--- src/rtl/seven_seg_scan_driver_pkg.sv ---
`default_nettype none
// ============================================================================
// Module      : seven_seg_scan_driver_pkg
// Description : Shared definitions for the seven-segment scan driver.
//               - Active-high gfedcba glyphs for hex digits 0-F.
//               - SEG_OFF mask, all segments dark in active-high form.
//               - clog2 helper whose result is never below 1.
// Revision    : 1.0 - initial release
// ============================================================================
package seven_seg_scan_driver_pkg;

  // Active-high glyphs. Bit order is g,f,e,d,c,b,a from bit 6 down to bit 0.
  localparam logic [6:0] GLYPH_0 = 7'b0111111;
  localparam logic [6:0] GLYPH_1 = 7'b0000110;
  localparam logic [6:0] GLYPH_2 = 7'b1011011;
  localparam logic [6:0] GLYPH_3 = 7'b1001111;
  localparam logic [6:0] GLYPH_4 = 7'b1100110;
  localparam logic [6:0] GLYPH_5 = 7'b1101101;
  localparam logic [6:0] GLYPH_6 = 7'b1111101;
  localparam logic [6:0] GLYPH_7 = 7'b0000111;
  localparam logic [6:0] GLYPH_8 = 7'b1111111;
  localparam logic [6:0] GLYPH_9 = 7'b1100111;
  localparam logic [6:0] GLYPH_A = 7'b1110111;
  localparam logic [6:0] GLYPH_B = 7'b1111100;
  localparam logic [6:0] GLYPH_C = 7'b1011000;
  localparam logic [6:0] GLYPH_D = 7'b1011110;
  localparam logic [6:0] GLYPH_E = 7'b1111001;
  localparam logic [6:0] GLYPH_F = 7'b1110001;

  // All segments dark, in active-high form.
  localparam logic [6:0] SEG_OFF = 7'b0000000;

  // Ceiling log2 with a floor of 1, so a single-entry range still gets a
  // one-bit index.
  function automatic int clog2(input int n);
    int r;
    r = 1;
    while ((1 << r) < n) begin
      r = r + 1;
    end
    return r;
  endfunction

endpackage
`default_nettype wire

--- src/rtl/seven_seg_scan_driver_glyph_rom.sv ---
`default_nettype none
// ============================================================================
// Module      : seg_glyph_rom
// Description : Combinational hex-nibble to seven-segment glyph lookup.
//               The output polarity is selected by ACTIVE_LOW.
// Ports       : nibble_i [3:0] - hex digit to render
//               seg_o    [6:0] - gfedcba segment pattern at pin polarity
// Revision    : 1.0 - initial release
// ============================================================================
module seg_glyph_rom
  import seven_seg_scan_driver_pkg::*;
#(
  parameter int ACTIVE_LOW = 1
) (
  input  logic [3:0] nibble_i,
  output logic [6:0] seg_o
);

  logic [6:0] glyph;

  always_comb begin
    glyph = SEG_OFF;
    case (nibble_i)
      4'h0: glyph = GLYPH_0;
      4'h1: glyph = GLYPH_1;
      4'h2: glyph = GLYPH_2;
      4'h3: glyph = GLYPH_3;
      4'h4: glyph = GLYPH_4;
      4'h5: glyph = GLYPH_5;
      4'h6: glyph = GLYPH_6;
      4'h7: glyph = GLYPH_7;
      4'h8: glyph = GLYPH_8;
      4'h9: glyph = GLYPH_9;
      4'hA: glyph = GLYPH_A;
      4'hB: glyph = GLYPH_B;
      4'hC: glyph = GLYPH_C;
      4'hD: glyph = GLYPH_D;
      4'hE: glyph = GLYPH_E;
      4'hF: glyph = GLYPH_F;
      default: glyph = SEG_OFF;
    endcase
    seg_o = (ACTIVE_LOW != 0) ? ~glyph : glyph;
  end

endmodule
`default_nettype wire

--- src/rtl/seven_seg_scan_driver.sv ---
`default_nettype none
// ============================================================================
// Module      : seven_seg_scan_driver
// Description : Multiplexed seven-segment display driver. Latches a value and
//               decimal points into a pending register. Pending data moves to
//               the displayed (active) register only at frame wrap, so a frame
//               never mixes old and new data. Supports leading-zero blanking.
// Ports       : clk        - system clock, rising edge
//               reset      - synchronous, active-high
//               enable     - 0 blanks the display and freezes the scan
//               load       - one-cycle strobe capturing value/dp_in
//               value      - one nibble per digit, digit 0 = LS nibble
//               dp_in      - per-digit decimal point, 1 = lit
//               blank_lz   - enables leading-zero blanking
//               seg        - registered gfedcba segments
//               dp         - registered decimal point
//               an         - registered one-hot anode select
//               digit_idx  - index of the digit currently driven
//               frame_done - one-cycle pulse in the cycle after a scan wrap
// Revision    : 1.0 - initial release
// ============================================================================
module seven_seg_scan_driver
  import seven_seg_scan_driver_pkg::*;
#(
  parameter int DIGITS         = 4,
  parameter int SCAN_DIV       = 50000,
  parameter int SEG_ACTIVE_LOW = 1,
  parameter int AN_ACTIVE_LOW  = 1
) (
  input  logic                      clk,
  input  logic                      reset,
  input  logic                      enable,
  input  logic                      load,
  input  logic [4*DIGITS-1:0]       value,
  input  logic [DIGITS-1:0]         dp_in,
  input  logic                      blank_lz,
  output logic [6:0]                seg,
  output logic                      dp,
  output logic [DIGITS-1:0]         an,
  output logic [clog2(DIGITS)-1:0]  digit_idx,
  output logic                      frame_done
);

  localparam int IW = clog2(DIGITS);
  localparam int PW = clog2(SCAN_DIV);
  localparam logic [IW-1:0]     IDX_LAST     = IW'(DIGITS - 1);
  localparam logic [PW-1:0]     PCNT_LAST    = PW'(SCAN_DIV - 1);
  localparam logic [6:0]        SEG_OFF_PINS = (SEG_ACTIVE_LOW != 0) ? ~SEG_OFF : SEG_OFF;
  localparam logic              DP_OFF_PIN   = (SEG_ACTIVE_LOW != 0);
  localparam logic [DIGITS-1:0] AN_OFF_PINS  = (AN_ACTIVE_LOW != 0) ? {DIGITS{1'b1}} : {DIGITS{1'b0}};

  logic [PW-1:0]       pcnt_q, pcnt_d;
  logic [IW-1:0]       idx_q, idx_d;
  logic [4*DIGITS-1:0] act_val_q, act_val_d, pend_val_q, pend_val_d;
  logic [DIGITS-1:0]   act_dp_q, act_dp_d, pend_dp_q, pend_dp_d;
  logic                pend_v_q, pend_v_d;
  logic [6:0]          seg_q, seg_d;
  logic                dp_q, dp_d;
  logic [DIGITS-1:0]   an_q, an_d;
  logic                frame_done_q;

  logic                tick, wrap, blank, dp_lit;
  logic [3:0]          nibble;
  logic [DIGITS-1:0]   onehot, zero_from;
  logic [6:0]          rom_seg;

  // Prescaler, digit index and the pending/active data hand-off.
  always_comb begin
    tick       = enable && (pcnt_q == PCNT_LAST);
    wrap       = tick && (idx_q == IDX_LAST);
    pcnt_d     = pcnt_q;
    idx_d      = idx_q;
    act_val_d  = act_val_q;
    act_dp_d   = act_dp_q;
    pend_val_d = pend_val_q;
    pend_dp_d  = pend_dp_q;
    pend_v_d   = pend_v_q;

    if (enable) begin
      pcnt_d = tick ? '0 : pcnt_q + 1'b1;
    end
    if (tick) begin
      idx_d = wrap ? '0 : idx_q + 1'b1;
    end

    if (load) begin
      pend_val_d = value;
      pend_dp_d  = dp_in;
      pend_v_d   = 1'b1;
    end

    // A load on the wrap edge is newer than anything pending, so it goes
    // straight to active and the older pending data is dropped.
    if (wrap) begin
      pend_v_d = 1'b0;
      if (load) begin
        act_val_d = value;
        act_dp_d  = dp_in;
      end else if (pend_v_q) begin
        act_val_d = pend_val_q;
        act_dp_d  = pend_dp_q;
      end
    end
  end

  // Output decode works from next-state index and data, so all outputs
  // register together on the edge that moves the scan.
  always_comb begin
    // zero_from[i] is set when nibbles i..DIGITS-1 of the active value are zero.
    zero_from = '0;
    zero_from[DIGITS-1] = (act_val_d[4*(DIGITS-1) +: 4] == 4'h0);
    for (int i = DIGITS - 2; i >= 0; i--) begin
      zero_from[i] = zero_from[i+1] && (act_val_d[4*i +: 4] == 4'h0);
    end

    nibble = 4'h0;
    dp_lit = 1'b0;
    onehot = '0;
    for (int i = 0; i < DIGITS; i++) begin
      if (idx_d == IW'(i)) begin
        nibble    = act_val_d[4*i +: 4];
        dp_lit    = act_dp_d[i];
        onehot[i] = 1'b1;
      end
    end

    blank = blank_lz && (idx_d != '0) && zero_from[idx_d];

    seg_d = (!enable || blank) ? SEG_OFF_PINS : rom_seg;
    dp_d  = enable ? (dp_lit ^ DP_OFF_PIN) : DP_OFF_PIN;
    an_d  = enable ? (onehot ^ AN_OFF_PINS) : AN_OFF_PINS;
  end

  seg_glyph_rom #(
    .ACTIVE_LOW (SEG_ACTIVE_LOW)
  ) u_glyph_rom (
    .nibble_i (nibble),
    .seg_o    (rom_seg)
  );

  always_ff @(posedge clk) begin
    if (reset) begin
      pcnt_q       <= '0;
      idx_q        <= '0;
      act_val_q    <= '0;
      act_dp_q     <= '0;
      pend_val_q   <= '0;
      pend_dp_q    <= '0;
      pend_v_q     <= 1'b0;
      seg_q        <= SEG_OFF_PINS;
      dp_q         <= DP_OFF_PIN;
      an_q         <= AN_OFF_PINS;
      frame_done_q <= 1'b0;
    end else begin
      pcnt_q       <= pcnt_d;
      idx_q        <= idx_d;
      act_val_q    <= act_val_d;
      act_dp_q     <= act_dp_d;
      pend_val_q   <= pend_val_d;
      pend_dp_q    <= pend_dp_d;
      pend_v_q     <= pend_v_d;
      seg_q        <= seg_d;
      dp_q         <= dp_d;
      an_q         <= an_d;
      frame_done_q <= wrap;
    end
  end

  // idx_q is itself registered from idx_d, so it is aligned with seg/an.
  assign digit_idx  = idx_q;
  assign seg        = seg_q;
  assign dp         = dp_q;
  assign an         = an_q;
  assign frame_done = frame_done_q;

endmodule
`default_nettype wire

--- config.mk ---
export PLATFORM = sky130hd
export DESIGN_NAME = seven_seg_scan_driver
export DESIGN_NICKNAME = d
export VERILOG_FILES = /design/src/rtl/seven_seg_scan_driver_pkg.sv /design/src/rtl/seven_seg_scan_driver_glyph_rom.sv /design/src/rtl/seven_seg_scan_driver.sv
export SDC_FILE = /design/constraint.sdc
export NUM_CORES = 1
export LEC_CHECK = 0
export CAP_MARGIN = 20
export CORE_MARGIN = 2
export CORE_UTILIZATION = 45
export CTS_CLUSTER_DIAMETER = 50
export DETAILED_ROUTE_END_ITERATION = 16
export PLACE_DENSITY = 0.67
export SLEW_MARGIN = 20
export SYNTH_ARGS = -nofsm -noshare
export SYNTH_HDL_FRONTEND = slang
export SYNTH_SLANG_ARGS = --single-unit
--- constraint.sdc ---
create_clock -name clk -period 4.3 [get_ports clk]
set_clock_uncertainty 0.1 [all_clocks]
set_input_delay 1.075 -clock clk [delete_from_list [all_inputs] [get_ports clk]]
set_output_delay 1.075 -clock clk [all_outputs]
set_load 0.05 [all_outputs]
==> Word-level counts from Yosys, hierarchy flattened <==
Memory sizes are Yosys's and may differ from the RTL's.
Cells that the tools add are included.
{ "totals": {"reg_bits": 72, "latch_bits": 0, "mem_bits_rw": 0, "romBits": 112, "in_bits": 25, "output_inout_bits": 15, "elab_cells": 65, "memories": 1} }
{ "mem_list": {"columns": ["name", "words", "width", "rd", "rd_ports_with_merged_regs", "write_ports", "line_no", "rtl"], "rows": [
  ["(name not given)", 16, 7, 1, 0, 0, "seven_seg_scan_driver_glyph_rom.sv:23", "case (nibble_i)"]
]} }
{ "classes": {"add_sub_neg": 2, "mul": 0, "n_div": 0, "n_lt_le_gt_ge": 1, "eq_ne": 5, "n_shift": 0, "n_mux": 23, "bitwise_logic": 4, "n_reduce_logical": 18} }
{ "ops": {"columns": ["operator", "n"], "rows": [
  ["$mux 16", 4],
  ["$mux 4", 7],
  ["$add 16x1->16 const B", 1],
  ["$eq 16x16->1 const B", 1],
  ["$logic_not 4->1", 4],
  ["$mux 1", 9],
  ["$logic_and 1x1->1", 7],
  ["$not 7->7", 1],
  ["$eq 2x2->1 const B", 3],
  ["$reduce_or 2->1", 3],
  ["$mux 2", 2],
  ["$not 4->4", 1],
  ["$lt 2x3->1 const B", 1],
  ["$add 2x1->2 const B", 1],
  ["$bmux 1 s2", 1],
  ["$eq 2x1->1 const B", 1],
  ["$logic_not 2->1", 1],
  ["$not 1->1", 2],
  ["$reduce_bool 2->1", 1],
  ["$logic_not 1->1", 1],
  ["$logic_or 1x1->1", 1]
]} }

==> Logic depth before layout (Yosys ltp) <==
Gate-level depths: netlist (run 1).
{ "logic_depth": {"ltp_word": 13, "mapped_depth": 14} }

==> Cells and area by module <==
Synthesis (run 1) repeated with hierarchy kept, for this count alone.
{ "hier_totals": {"cells_unflattened": 420, "area_unflattened_um2": 3554.7} }
{ "modules_own_cells": {"columns": ["module", "instances", "cells_per_inst", "area_per_inst_um2", "seq_area_each_um2"], "rows": [
  ["seven_seg_scan_driver", 1, 389, 3323.2, 1441.4],
  ["seg_glyph_rom", 1, 31, 231.5, 0.0]
]} }

==> Least setup slack after synthesis (run 1) <==
Ideal clock, no wire load.
{ "synth_timing": {"path_kind": "input to register", "start": "input enable", "end": "register seg_q[3] (netlist: seg[3])", "setup_time_ps": 133, "arrival_ps": 3353, "slack_ps": 713, "cell_stages": 13, "n_path_buf": 3, "cell_sequence": "buf_6 > and4_4 > buf_6 > and4_4 > buf_6 > mux2_4 > or4_1 > nand2_1 > a21oi_2 > ha_1 > mux2i_1 > nand2_1 > nand4_1"} }
{ "synth_via": {"elab_chain_cells": 12, "word_cells_on_any_way": 30} }
{ "synth_lines": {"columns": ["item", "line_no", "rtl"], "rows": [
  ["start: declaration", "seven_seg_scan_driver.sv:32", "input logic enable,"],
  ["branches (longest 12 deep; another with $mem_v2 16x7)", null, null],
  ["end signal: assignment", "seven_seg_scan_driver.sv:162", "seg_q <= seg_d;"],
  ["end: declaration", "seven_seg_scan_driver.sv:57", "logic [6:0] seg_q, seg_d;"]
]} }
Several ways; the timed one is not identified. The select of a mux whose other input is x is not followed.
A chain may end at the register's enable or synchronous reset.

==> Worst setup path after layout (run 1) <==
Same ends and word-level chain as after synthesis.

==> impl_metrics.toml, run 1 <==
[outcome]
status = "completed"

[worst_setup_path]
crit_fanout = 8
required_ns = 4.41
crit_chain = "clkdlybuf4s50_1 -> and4_4 -> and4_4 -> mux2_4 -> or4_1 -> nand2_1 -> a21oi_2 -> ha_1 -> mux2i_1 -> nand2_1 -> nand4_1"
critPathKind = "in2reg"
cp_slowest_cell = "or4_1"
worst_setup_path_start_kind = "input port"
endpoint_kind = "flip-flop"
max_stage_delay_ns = 0.53
cp_data_arrival_time_ns = 3.80

[routing]
ant_nets = 0
wl_per_cell_um = 13.6
via_count = 2799
first_iter_violations = 192
wl_mm = 7.08
firstDrtPassIters = 4
vias_per_cell = 5.36
drc_errors = 0

[clock_network]
clk_path_buf_depth = 2
clock_latency_ns = 0.34
numCtsBuffers = 9
post_cts_buffers = 0
cts_tree = "done"
cts.sinks = 72
root_buffer = "clkbuf_8"
ctsHoldBuffers = 0
h-tree-depth = 3
cts_resized = 0
clk_pin_slew_ns = 0.08

[global_routing]
grt_overflow = 0
track_usage = 0.183
grt_pass1_vias = 2637
grt_first_pass_wirelength_mm = 12.2
grt_max_degree = 49
antenna_found_initial = 0

[placed_design]
place.gp.congestion = 0.879
post-dp-hpwl_mm = 5.22
placed_cell_area_um2 = 3840
portBuffers = 39

[timing]
fmax_mhz = 271
slew-limit-headroom = 0.646
fin_crit_ns = 3.69
maxSlewViolCount = 0
rsz0062_at_grt = "no"
period_share = 0.857
worst_slew_pin_slew_ns = 0.530
final.setup.tns_ns = 0
final_hold_viol_count = 0
finalSetupViolCount = 0

[floorplan]
row_count = 31
die_w_um = 90.1
fp.dieArea_um2 = 8130
core_area_um2 = 7210
die_y_um = 90.1
start_util = 0.463
pin_count = 40

[finish]
fin_area_um2 = 4040
antenna_cells = 0
final_util = 0.559
nets = 450
final_layout_size_suffix_gt1_frac = 0.116
syn2layout_area_growth_pct = 20.9

[logic_synthesis]
syn-cell-area_um2 = 3340
ys_seq_area_frac = 0.432
yosysTopAreaCellShare = 0.432
synthArstFlopShare = 0
synth_top_cell_by_area = "dfxtp_1"
synth_ff_type = "dfxtp_1"
yosysWarnings = 0
syn_nets = 408
synth_cell_types = 57
syn_inst = 376
syn_avg_cell_area_um2 = 8.88
synth-seq-cells = 72
synth-edff-count = 0
ys_top_cells_by_area = "dfxtp_1 (43%), nor2_1 (9.0%), mux2i_1 (7.2%)"

[power]
p_total_mw = 1.32
pwr_density_cell_nw_per_um2 = 327
power_leakage_nw = 1.59
ir_worst_vdd_v = 0.000246

[min_path]
min_path_type = "reg2reg"

[run]
max_cap_violations = 0
cell usage in the layout, fill, tap and decap left out, types with 3 or more instances in the layout:
cell type and count:
nand2_1 22, dfxtp_1 72, nor4_1 3, ha_1 7, mux2_2 5, o211ai_1 4, nand4_1 7, buf_4 15
nand3_1 14, clkinv_4 3, a221oi_1 5, clkdlybuf4s50_1 39, a21oi_1 17, and2_1 3, inv_1 5, o21ai_0 3
nand2b_1 4, a41oi_1 4, clkbuf_8 9, xor2_1 7, xnor2_1 5, nor3_1 7, o221ai_1 4, or3_1 4
nor2_1 80, nor2b_1 6, mux2i_1 24
synth_stat cells (2+ instances only):
| library cell | instances |
|---|---|
| a211oi_1 | 2 |
| and3_1 | 2 |
| a211o_1 | 2 |
| and2_1 | 3 |
| o221ai_1 | 4 |
| nand2_1 | 22 |
| nand3_1 | 14 |
| o21a_1 | 2 |
| a41oi_1 | 4 |
| a21o_1 | 2 |
| dfxtp_1 | 72 |
| a21oi_1 | 17 |
| nor2_1 | 80 |
| a221o_1 | 2 |
| nor3_1 | 7 |
| buf_6 | 4 |
| buf_2 | 5 |
| o211a_1 | 2 |
| ha_1 | 7 |
| a221oi_1 | 5 |
| nor2b_1 | 6 |
| nor4_1 | 3 |
| o21ai_0 | 3 |
| and4bb_2 | 2 |
| xnor2_1 | 5 |
| inv_1 | 5 |
| buf_1 | 2 |
| mux2i_1 | 24 |
| and4_4 | 2 |
| and4_1 | 2 |
| or3_1 | 4 |
| mux2_2 | 5 |
| xor2_1 | 7 |
| o311ai_1 | 2 |
| nor3b_1 | 2 |
| nand2b_1 | 4 |
| o211ai_1 | 4 |
| clkbuf_1 | 11 |
| nand4_1 | 7 |
cell families after synthesis:
family | synth area share
xor+xnor | 0.0315
simple gates | 0.240
compound gates | 0.130
buf+inv | 0.0472
fa+ha+maj | 0.0262
flops | 0.432
mux | 0.0933
worst max-delay path, delay by kind of cell:
kind | cells | cell delay [ns]
AND/OR/NAND/NOR | 6 | 1.32
adder cells (fa/ha/maj) | 1 | 0.35
buffers and inverters | 1 | 0.50
AO/OA/AOI/OAI | 1 | 0.07
multiplexers | 2 | 0.48
path summary, 6_finish.rpt:
path                   start         to  slack, ns  cells past startpoint
hold / removal     pcnt_q[1]  pcnt_q[1]       0.39                      2
setup / recovery      enable     seg[3]       0.61                     11
hold reg to reg    pcnt_q[1]  pcnt_q[1]       0.39                      2
setup reg to reg  pcnt_q[12]     seg[3]       1.20                     10
state kept, by name, summed over array words and instances (netlist names):
name / flops
seg: 7
act_val_q: 16
dp: 1
frame_done: 1
digit_idx: 2
pend_dp_q: 4
an: 4
pend_v_q: 1
pcnt_q: 16
pend_val_q: 16
act_dp_q: 4
final cells by class:
cell class	count	area, µm²
clock buffers	10	128
clock inverters	6	68.8
inverters	7	31.3
repair buffers	54	503
well taps	99	124
multi-input cells	274	1740
flip-flops and latches	72	1440
fillers	692	3180
routing by layer:
layer  vias to the layer above  wire (µm)  GRT usage  part of all wire
met4                         0         89     0.0538             0.013
li1                       1412          -          -                 -
met5                         -          0          0                 0
met1                      1324       3200      0.223              0.45
met2                        55       3480      0.315              0.49
met3                         8        306     0.0528             0.043
stage by stage:
| stage | cells | setup WS, ns | hold slack [ns] |
|---|---|---|---|
| 2_1_floorplan | 376 | 0.713 | 0.345 |
| 3_3_place_gp | 506 | 0.300 | 0.374 |
| 3_5_place_dp | 506 | 0.289 | 0.382 |
| 4_1_cts | 522 | 0.635 | 0.395 |
| 5_1_grt | 522 | 0.403 | 0.429 |
| 6_report | 522 | 0.613 | 0.390 |
power by group:
group | internal (mW) | switching [mW]
clock | 0.271 | 0.257
sequential | 0.683 | 0.00773
combinational | 0.0485 | 0.0514
Power figures use the tool's default switching activity.
==> run 2: changes to the inputs <==
CORE_UTILIZATION = 50   (was 45)
GPL_TIMING_DRIVEN = 1   (was default)
PLACE_DENSITY = 0.73   (was 0.67)
==> run 2 against run 1 <==
Effect of this change: final cell count down 4.4%; register-to-register slack better by 0.02 ns; die area down 9.6%; critical endpoint unchanged; fmax down 0.61%.
==> impl_metrics.toml, run 2 (synthesized netlist as in run 1, its figures left out) <==
[outcome]
status = "completed"

[run]
max_cap_violations = 0

[clock_network]
clock_latency_ns = 0.34
post_cts_buffers = 0
h-tree-depth = 3
cts_tree = "done"
clk_path_buf_depth = 2
clk_pin_slew_ns = 0.07
cts_resized = 0
ctsHoldBuffers = 0
numCtsBuffers = 9
cts.sinks = 72
root_buffer = "clkbuf_8"

[timing]
worst_slew_pin_slew_ns = 0.516
slew-limit-headroom = 0.656
final.setup.tns_ns = 0
fin_crit_ns = 3.71
final_hold_viol_count = 0
fin_ws_ns = 0.591
rsz0062_at_grt = "no"
maxSlewViolCount = 0
finalSetupViolCount = 0
fmax_mhz = 270
period_share = 0.863

[floorplan]
pin_count = 40
start_util = 0.520
fp.dieArea_um2 = 7350
row_count = 29
die_w_um = 85.7
core_area_um2 = 6420
die_y_um = 85.7

[finish]
fillCellCount = 575
final_common_cell = "nor2_1"
fin_area_um2 = 4000
final_layout_size_suffix_gt1_frac = 0.111
nets = 449
syn2layout_area_growth_pct = 19.9
final_cell_count_no_fill = 499
reg_top3 = "act_val_q: 16 flops, pcnt_q: 16 flops, pend_val_q: 16 flops"
final_cell_mix = "nor2_1 (80), dfxtp_1 (72), clkdlybuf4s50_1 (39)"
antenna_cells = 0

[global_routing]
grt_first_pass_wirelength_mm = 12.2
track_usage = 0.207
grt_max_degree = 49
grt_pass1_vias = 2664
antenna_found_initial = 0
grt_overflow = 0

[placed_design]
post-dp-hpwl_mm = 5.14
dp_slack_ns = 0.247
numPlacedInstances = 483
placed_cell_area_um2 = 3820
portBuffers = 39
place.gp.congestion = 0.848

[routing]
drc_errors = 0
wl_per_cell_um = 14.3
vias_per_cell = 5.52
first_iter_violations = 147
via_count = 2754
firstDrtPassIters = 6
wl_mm = 7.14
ant_nets = 0

[power]
pwr_density_cell_nw_per_um2 = 320
seqPwrFrac = 0.539
p_sw_mw = 0.293
power_leakage_nw = 1.59
clkPwrFrac = 0.383
ir_worst_vdd_v = 0.000257
p_total_mw = 1.28
p_int_mw = 0.988
p_comb_frac = 0.078
switching_share = 0.229

[worst_setup_path]
cp_data_arrival_time_ns = 3.82
critPathKind = "in2reg"
endpoint_kind = "flip-flop"
required_ns = 4.41
worst_setup_path_start_kind = "input port"
crit_fanout = 8

[min_path]
min_path_type = "reg2reg"
## run 2: cell types whose count changed in the layout (fill, tap and decap cells not counted), sizes merged
cell | before | now
inv | 7 | 6
clkbuf | 10 | 14
clkinv | 4 | 2
bufinv | 1 | 0
buf | 15 | 14
## run 2: per-layer routing
| layer | vias to the layer above | wire length [µm] | track usage |
|---|---|---|---|
| met1 | 1281 | 3300 | 0.255 |
| met3 | 9 | 251 | 0.0606 |
| met4 | 0 | 99 | 0.0635 |
| met2 | 53 | 3490 | 0.352 |
| met5 | - | 0 | 0 |
| li1 | 1411 | - | - |
## run 2: layout make-up
cell class,count,area [µm²],area share
multi-input cells,274,1740,0.435
flip-flops and latches,72,1440,0.360
repair buffers,53,508,0.127
clock buffers,14,173,0.0431
well taps,77,96.3,0.0241
inverters,7,31.3,0.00781
clock inverters,2,12.5,0.00313
## run 2: power groups by stage
stage	Sequential (mW)	Clock, mW	Combinational (mW)
2_1_floorplan	0.716	0	0.0483
3_3_place_gp	0.706	0	0.0993
3_5_place_dp	0.706	0	0.100
4_1_cts	0.691	0.505	0.101
5_1_grt	0.692	0.532	0.109
6_report	0.691	0.491	0.0998
## run 2: critical path: stages
cell and delay, ns:
clkdlybuf4s50_1 0.51, and4_4 0.26, and4_4 0.28, mux2_4 0.35
or4_1 0.54, nand2_1 0.10, a21oi_2 0.07, ha_1 0.35
mux2i_1 0.13, nand2_1 0.08, nand4_1 0.08
## run 2: path summary, 6_finish.rpt
path / start / endpoint / slack (ns) / cells past startpoint
worst max-delay path: enable / seg[3] / 0.59 / 11
worst min-delay path: pend_val_q[5] / pend_val_q[5] / 0.40 / 2
worst max register to register: pcnt_q[12] / seg[3] / 1.22 / 10
worst min register to register: pend_val_q[5] / pend_val_q[5] / 0.40 / 2
## run 2: through the flow
step,hold WS (ns),util
finish,0.398,0.623
global route,0.432,0.623
CTS,0.401,0.623
detailed placement,0.383,0.594
global placement,0.373,0.594
floorplan,0.345,-
==> run 3: changes to the inputs <==
CORE_MARGIN = default   (was 2)
CTS_CLUSTER_DIAMETER = 60   (was 50)
==> run 3 against run 2 <==
Effect of this change: critical path depth is the same; sequential share of layout area shrank 0.16 points; fmax shrank 0.36%; flip-flop and latch count is the same; final cell count shrank 0.60%; via count grew 0.98%; combinational power shrank 0.7%; final area grew 0.44%; first-iteration DRC count shrank 31%; critical path type unchanged; largest cell class unchanged; highest routed layer unchanged.
==> impl_metrics.toml, run 3 (synthesized netlist as in run 1, its figures left out) <==
[finish]
final_common_cell = "nor2_1"
reg_top3 = "act_val_q: 16 flops, pcnt_q: 16 flops, pend_val_q: 16 flops"
fillCellCount = 554
final_cell_mix = "nor2_1 (80), dfxtp_1 (72), clkdlybuf4s50_1 (39)"
nets = 446
syn2layout_area_growth_pct = 20.4
final_layout_size_suffix_gt1_frac = 0.110
antenna_cells = 0

[clock_network]
ctsHoldBuffers = 0
clk_path_buf_depth = 2
cts.sinks = 72
cts_resized = 0
numCtsBuffers = 9
cts_tree = "done"
post_cts_buffers = 0
root_buffer = "clkbuf_8"
h-tree-depth = 3
clk_pin_slew_ns = 0.07
clock_latency_ns = 0.35

[worst_setup_path]
crit_chain = "clkdlybuf4s50_1 -> and4_4 -> and4_4 -> buf_4 -> and2_1 -> o221ai_1 -> a21oi_2 -> clkinv_4 -> ha_1 -> or3_1 -> o311ai_1"
cp_slowest_cell = "clkdlybuf4s50_1"
critPathKind = "in2reg"
worst_setup_path_start_kind = "input port"
endpoint_kind = "flip-flop"
cp_data_arrival_time_ns = 3.88
crit_top_cell = "and4_4"
crit_fanout = 11
required_ns = 4.46
cp_num_buf_inv = 3
max_stage_delay_ns = 0.48
cp_top_family = "simple AND/OR/NAND/NOR gates"

[placed_design]
post-dp-hpwl_mm = 5.16
portBuffers = 39
place.gp.congestion = 0.891
dp_slack_ns = 0.261

[timing]
finalSetupViolCount = 0
final_hold_viol_count = 0
fin_ws_ns = 0.577
fin_crit_ns = 3.72
fmax_mhz = 269
final.setup.tns_ns = 0
maxSlewViolCount = 0
slew-limit-headroom = 0.654
worst_slew_pin_slew_ns = 0.519
period_share = 0.866
rsz0062_at_grt = "no"

[power]
ir_worst_vdd_v = 0.000270
pwr_density_cell_nw_per_um2 = 351
power_leakage_nw = 1.60
p_total_mw = 1.41

[routing]
first_iter_violations = 101
via_count = 2781
wl_mm = 7.02
wl_per_cell_um = 14.2
firstDrtPassIters = 4
drc_errors = 0
ant_nets = 0
vias_per_cell = 5.61

[floorplan]
pin_count = 40
die_y_um = 83.7
start_util = 0.523
row_count = 29
fp.dieArea_um2 = 7010
core_area_um2 = 6390
die_w_um = 83.7

[min_path]
min_path_type = "reg2reg"

[global_routing]
grt_max_degree = 49
grt_first_pass_wirelength_mm = 12.1
grt_overflow = 0
antenna_found_initial = 0
grt_pass1_vias = 2696
track_usage = 0.217

[outcome]
status = "completed"

[run]
max_cap_violations = 0
-- run 3: changes by cell type in the layout (fill, tap and decap cells not counted), sizes merged --
cell / change
buf: -3
bufinv: +2
clkbuf: -3
clkinvlp: -1
inv: +2
-- run 3: worst paths after layout --
| check | startpoint | endpoint | depth (start not counted) | slack, ns |
|---|---|---|---|---|
| worst max-delay path | enable | seg[5] | 11 | 0.58 |
| worst max register to register | pcnt_q[12] | seg[5] | 10 | 1.12 |
| worst min register to register | pend_val_q[13] | pend_val_q[13] | 2 | 0.39 |
| worst min-delay path | pend_val_q[13] | pend_val_q[13] | 2 | 0.39 |
-- run 3: where the power goes --
group	internal (mW)	total, mW	switching (mW)
combinational	0.0479	0.0991	0.0512
clock	0.363	0.620	0.257
sequential	0.683	0.690	0.00753
total	1.09	1.41	0.316
-- run 3: final cells by class --
| class | count | area, µm² | area share |
|---|---|---|---|
| Multi-Input combinational cell | 274 | 1740 | 0.433 |
| Sequential cell | 72 | 1440 | 0.359 |
| Timing Repair Buffer | 50 | 473 | 0.118 |
| Clock buffer | 11 | 151 | 0.0377 |
| Tap cell | 77 | 96.3 | 0.0240 |
| Clock inverter | 5 | 86.3 | 0.0215 |
| Inverter | 7 | 31.3 | 0.00778 |
-- run 3: tightest hold or removal path: stages (launching register included) --
cell and delay [ns]:
dfxtp_1 0.31, mux2i_1 0.07, nor2_1 0.08
-- run 3: per-layer routing --
layer / vias to the layer above / part of all wire / track usage
met2: 72 / 0.48 / 0.357
met4: 0 / 0.021 / 0.100
met5: - / 0 / 0
met3: 14 / 0.048 / 0.0613
met1: 1296 / 0.45 / 0.263
li1: 1399 / - / -
-- run 3: metrics by stage --
| stage | hold slack (ns) | cell area, µm² | cells | utilization |
|---|---|---|---|---|
| floorplan | 0.345 | 3340 | 376 | - |
| global placement | 0.370 | 3780 | 480 | 0.592 |
| detailed placement | 0.384 | 3780 | 480 | 0.592 |
| CTS | 0.396 | 4020 | 496 | 0.630 |
| global route | 0.432 | 4020 | 496 | 0.630 |
| finish | 0.395 | 4020 | 496 | 0.630 |
